[src/rtl/loop_nest_ctrl.sv]
// Three-level nested loop sequencer: emits (IDX0, IDX1, IDX2) tuples, inner index fastest,
// under a START/STALL/ABORT handshake with programmable inclusive upper bounds.
module loop_nest_ctrl #(
  parameter int unsigned COUNT_WIDTH = 8
) (
  input  logic                   CLK,
  input  logic                   RESET,
  input  logic                   CFG_WR_EN,
  input  logic [1:0]             CFG_LOOP_ID,
  input  logic [COUNT_WIDTH-1:0] CFG_MAX,
  input  logic                   START,
  input  logic                   ABORT,
  input  logic                   STALL,
  output logic                   BUSY,
  output logic                   VALID,
  output logic [COUNT_WIDTH-1:0] IDX0,
  output logic [COUNT_WIDTH-1:0] IDX1,
  output logic [COUNT_WIDTH-1:0] IDX2,
  output logic                   LAST0,
  output logic                   LAST1,
  output logic                   LAST2,
  output logic                   DONE
);

  typedef enum logic [1:0] {StIdle, StRun, StDone} state_e;

  state_e                 state;
  logic [COUNT_WIDTH-1:0] max0, max1, max2;
  logic                   at_max0, at_max1, at_max2;

  assign at_max0 = (IDX0 == max0);
  assign at_max1 = (IDX1 == max1);
  assign at_max2 = (IDX2 == max2);

  assign LAST0 = VALID && at_max0;
  assign LAST1 = VALID && at_max1;
  assign LAST2 = VALID && at_max2;

  always_ff @(posedge CLK) begin
    if (RESET) begin
      state <= StIdle;
      max0  <= '0;
      max1  <= '0;
      max2  <= '0;
      IDX0  <= '0;
      IDX1  <= '0;
      IDX2  <= '0;
      BUSY  <= 1'b0;
      VALID <= 1'b0;
      DONE  <= 1'b0;
    end else begin
      case (state)
        StIdle: begin
          DONE <= 1'b0;
          // The bound write and START share an edge, so the run sees the new bound.
          if (CFG_WR_EN) begin
            case (CFG_LOOP_ID)
              2'd0:    max0 <= CFG_MAX;
              2'd1:    max1 <= CFG_MAX;
              2'd2:    max2 <= CFG_MAX;
              default: ;
            endcase
          end
          if (START) begin
            state <= StRun;
            BUSY  <= 1'b1;
            VALID <= 1'b1;
            IDX0  <= '0;
            IDX1  <= '0;
            IDX2  <= '0;
          end
        end

        StRun: begin
          if (ABORT) begin
            state <= StIdle;
            BUSY  <= 1'b0;
            VALID <= 1'b0;
            IDX0  <= '0;
            IDX1  <= '0;
            IDX2  <= '0;
          end else if (!STALL) begin
            if (at_max0 && at_max1 && at_max2) begin
              state <= StDone;
              VALID <= 1'b0;
              DONE  <= 1'b1;
              IDX0  <= '0;
              IDX1  <= '0;
              IDX2  <= '0;
            end else if (!at_max0) begin
              IDX0 <= IDX0 + COUNT_WIDTH'(1);
            end else begin
              IDX0 <= '0;
              if (!at_max1) begin
                IDX1 <= IDX1 + COUNT_WIDTH'(1);
              end else begin
                IDX1 <= '0;
                IDX2 <= IDX2 + COUNT_WIDTH'(1);
              end
            end
          end
        end

        StDone: begin
          state <= StIdle;
          BUSY  <= 1'b0;
          DONE  <= 1'b0;
        end

        default: begin
          state <= StIdle;
          BUSY  <= 1'b0;
          VALID <= 1'b0;
          DONE  <= 1'b0;
        end
      endcase
    end
  end

endmodule

[config.mk]
export PLATFORM = sky130hd
export DESIGN_NAME = loop_nest_ctrl
export DESIGN_NICKNAME = d
export VERILOG_FILES = /design/src/rtl/loop_nest_ctrl.sv
export SDC_FILE = /design/constraint.sdc
export NUM_CORES = 1
export LEC_CHECK = 0
export ABC_AREA = 1
export ABC_CLOCK_PERIOD_IN_PS = 2200
export BUFFER_PORTS_ARGS = -buffer_cell sky130_fd_sc_hd__buf_2
export CORE_MARGIN = 5
export CORE_UTILIZATION = 56
export DETAILED_ROUTE_END_ITERATION = 7
export HOLD_SLACK_MARGIN = 0.06
export PLACE_DENSITY = 0.81
export RECOVER_POWER = 100
export SLEW_MARGIN = 40
export SYNTH_ARGS = -nofsm -noshare
export SYNTH_HDL_FRONTEND = slang
export SYNTH_SLANG_ARGS = --single-unit
[constraint.sdc]
create_clock -name CLK -period 2.2 [get_ports CLK]
set_input_delay 0.22 -clock CLK [delete_from_list [all_inputs] [get_ports CLK]]
set_output_delay 0.22 -clock CLK [all_outputs]
set_load 0.05 [all_outputs]
==> key figures <==
Logic synthesis
  • Yosys reg bits: between 50 and 60
  • Adder-cell share of the synthesized area: 0.0135
  • Syn Inst Count: 432
  • Main combinational cell family by area after synthesis: simple AND/OR/NAND/NOR gates
  • Post-synthesis compound-gate area fraction: 0.142
  • Synth top area share: 0.381
  • Yosys warning count: 0
  • Simple-Gate Fraction of Synth Area: 0.338
  • Mapped Avg Cell Area: ~6.4 sq um
  • Synthesized area: 0.00279 sq mm
  • Multiplexer share of the synthesized area: 0
  • Cell variety after synth: 27
  • Post-synthesis sequential area ratio: 0.381
  • Dominant cell type by area after synthesis: dfxtp_1
  • Area share of xor/xnor cells in the synthesized design: 0.0220
  • Largest cells by area after synthesis: dfxtp_1, nand2_1, inv_1, a21oi_1, nor2_1
  • Mapped Nets: ~450

Layout
  • Final instance area: roughly 0.0032 sq mm
  • Layout area overhead: 13.1%
  • Nets: approximately 500
  • Multi-input logic area: between 0.001 and 0.0015 sq mm
  • Cell Count, Final, Fillers Out: roughly 550
  • Layout fillers: between 400 and 500
  • Layout cells sized above 1: 0.0854
  • Register area: approximately 0.0011 sq mm
  • N_diodes: 0

Route
  • Initial drt markers: a little over 200
  • Via density: between 5 and 6
  • Final routed DRC violation total: 0
  • Routed len/inst: about 13 um
  • Drt first pass iters: 5
  • DRT antenna net count: 0
  • Total number of vias: about 2900
  • Detailed Route WL: around 7100 um

Critical path
  • CP max FO: 10
  • Crit start category: register
  • CP required: 2440 ps
  • Critical path data arrival time: 2200 ps
  • Worst setup EP type: register
  • Kind of critical path: reg2reg

CTS
  • Clock transition at path regs: roughly 100 ps
  • Clock buffer depth: 2
  • CTS resizes: 0
  • Worst-skew pair later-pin latency: 310 ps
  • CTS tree: yes
  • H-Tree Depth: 2
  • Clock root buffer master: clkbuf_8
  • CTS Hold Bufs: 0
  • Setup Buffers After CTS: 0
  • Clk sinks: 53
  • Total CTS buffers: 5

Power and ir drop
  • Static Leak: roughly 1.3 nW
  • Pwr per Cell Area: 718 mW/mm^2
  • Peak VDD IR: between 400 and 500 uV

Placement
  • Detailed Place HPWL: 5320 um
  • Placer Congestion: ~0.84
  • Port-buffer cells: 45
  • Post-DP Area: around 0.003 sq mm
  • Placed Cells incl. Taps: between 500 and 600
  • Pre-CTS setup slack: about 260 ps

Timing
  • Period utilization: 0.889
  • RSZ-0062 raised after global routing: no
  • Slew at the pin closest to its max-slew limit: 606 ps
  • Relative slew margins: 0.596
  • Min cycle time layout: between 1500 and 2000 ps
  • Fmax: 511 MHz
  • Setup Total Neg Slack: 0 ps
  • Max-slew violations: 0
  • Final hold violation count: 0
  • Count of final setup violators: 0
  • Max Clock Skew: around 8.3 ps
  • Final worst slack: ~240 ps

Floorplanning
  • Die extent in x: just over 80 um
  • Chip Height: 80.5 um
  • # rows: 25
  • Core area: between 0.004 and 0.005 sq mm
  • Die ar.: approximately 0.0065 sq mm
  • # IOs: 46
  • Initial Utilization: 0.582

Run
  • Max-cap check violation count: 0

Global route
  • Largest net degree at the start of global routing: 36
  • First-pass GRT wire length: about 12000 um
  • Initial antenna violation count: 0
  • Total global routing overflow: 0
  • Vias in the first global route: around 2600
  • Total track usage: 0.232

Run status
  • Outcome: finished clean

Worst hold path
  • Worst Hold Class: in2reg
stage by stage:
step                      total power, mW  hold WS, ps  utilization
after floorplan                      1.46          406            -
after global placement               1.58          453        0.645
after detailed placement             1.60          458        0.645
after CTS                            2.28          230        0.670
after global routing                 2.38          248        0.658
final                                2.26          234        0.658
kinds of logic (layout without fill, tap and decap cells):
group / count (synthesis) / in the layout
XOR/XNOR: 7 / 7
AND/OR/NAND/NOR: 215 / 215
AO/OA/AOI/OAI: 78 / 78
adder cells (fa/ha/maj): 3 / 3
flip-flops: 53 / 53
buffers and inverters: 76 / 124
layout make-up:
class,count,share of cell area
clock buffer,7,0.0274
inverter,69,0.0830
tap,67,0.0266
clock inverter,1,0.00953
multi-input combinational,303,0.451
timing repair buffer,47,0.0651
sequential,53,0.338
worst paths after layout:
check | from | slack (ps) | cells past startpoint | endpoint
max | state[1]$_SDFFE_PP0P_ | 240 | 7 | IDX1[3]$_SDFFE_PP0P_
min | CFG_MAX[5] | 230 | 3 | max0[5]$_SDFFE_PP0P_
max reg2reg | state[1]$_SDFFE_PP0P_ | 240 | 7 | IDX1[3]$_SDFFE_PP0P_
min reg2reg | max0[7]$_SDFFE_PP0P_ | 470 | 2 | max0[7]$_SDFFE_PP0P_
state kept, by name, indices dropped and copies added (netlist names), 2 cells and up:
register,count
IDX1,8
state,2
max1,8
max2,8
IDX2,8
max0,8
IDX0,8
per-layer routing:
metal / wire (um) / up-vias / track usage
met4: 98 / 0 / 0.0709
met5: 0 / - / 0
met3: 423 / 9 / 0.0426
met1: 3080 / 1306 / 0.292
met2: 3470 / 84 / 0.401
li1: - / 1454 / -
synth_stat cells, drive strengths merged:
cell type,n
nand3,18
dfxtp,53
nor3b,1
a21oi,40
a31oi,1
xor2,7
inv,67
ha,3
nand2,122
nand4,6
and3,1
clkinv,2
nor3,14
o21ai,37
nor2,53
clkbuf,7
layout by cell type (no fill, tap or decap), types with 4 or more instances in the layout:
cell / synthesis / final
nand3_1: 17 / 17
nand2_1: 119 / 120
dfxtp_1: 53 / 51
nand4_1: 6 / 6
nor3_1: 13 / 13
clkbuf_1: 7 / 29
xor2_1: 7 / 7
clkbuf_8: 0 / 6
buf_2: 0 / 15
nor2_1: 44 / 46
a21oi_1: 39 / 40
o21ai_1: 8 / 4
o21ai_0: 29 / 33
nor2_2: 6 / 4
inv_1: 65 / 65
worst max-delay path, stage by stage, from the launching register on:
cell and delay (ps):
dfxtp_1 400, nor3_1 360, inv_1 140, nor2_1 420, nor2_8 90, nand2_2 200, nand2_1 140, a21oi_1 150
where the power goes:
| part | internal, mW | switching (mW) | total [mW] | leakage, nW |
|---|---|---|---|---|
| clock | 0.372 | 0.326 | 0.697 | 0.0585 |
| combinational | 0.139 | 0.377 | 0.516 | 0.830 |
| sequential | 1.01 | 0.0422 | 1.05 | 0.432 |
| total | 1.52 | 0.745 | 2.26 | 1.32 |
No activity file was read; power rests on OpenSTA's default activity.
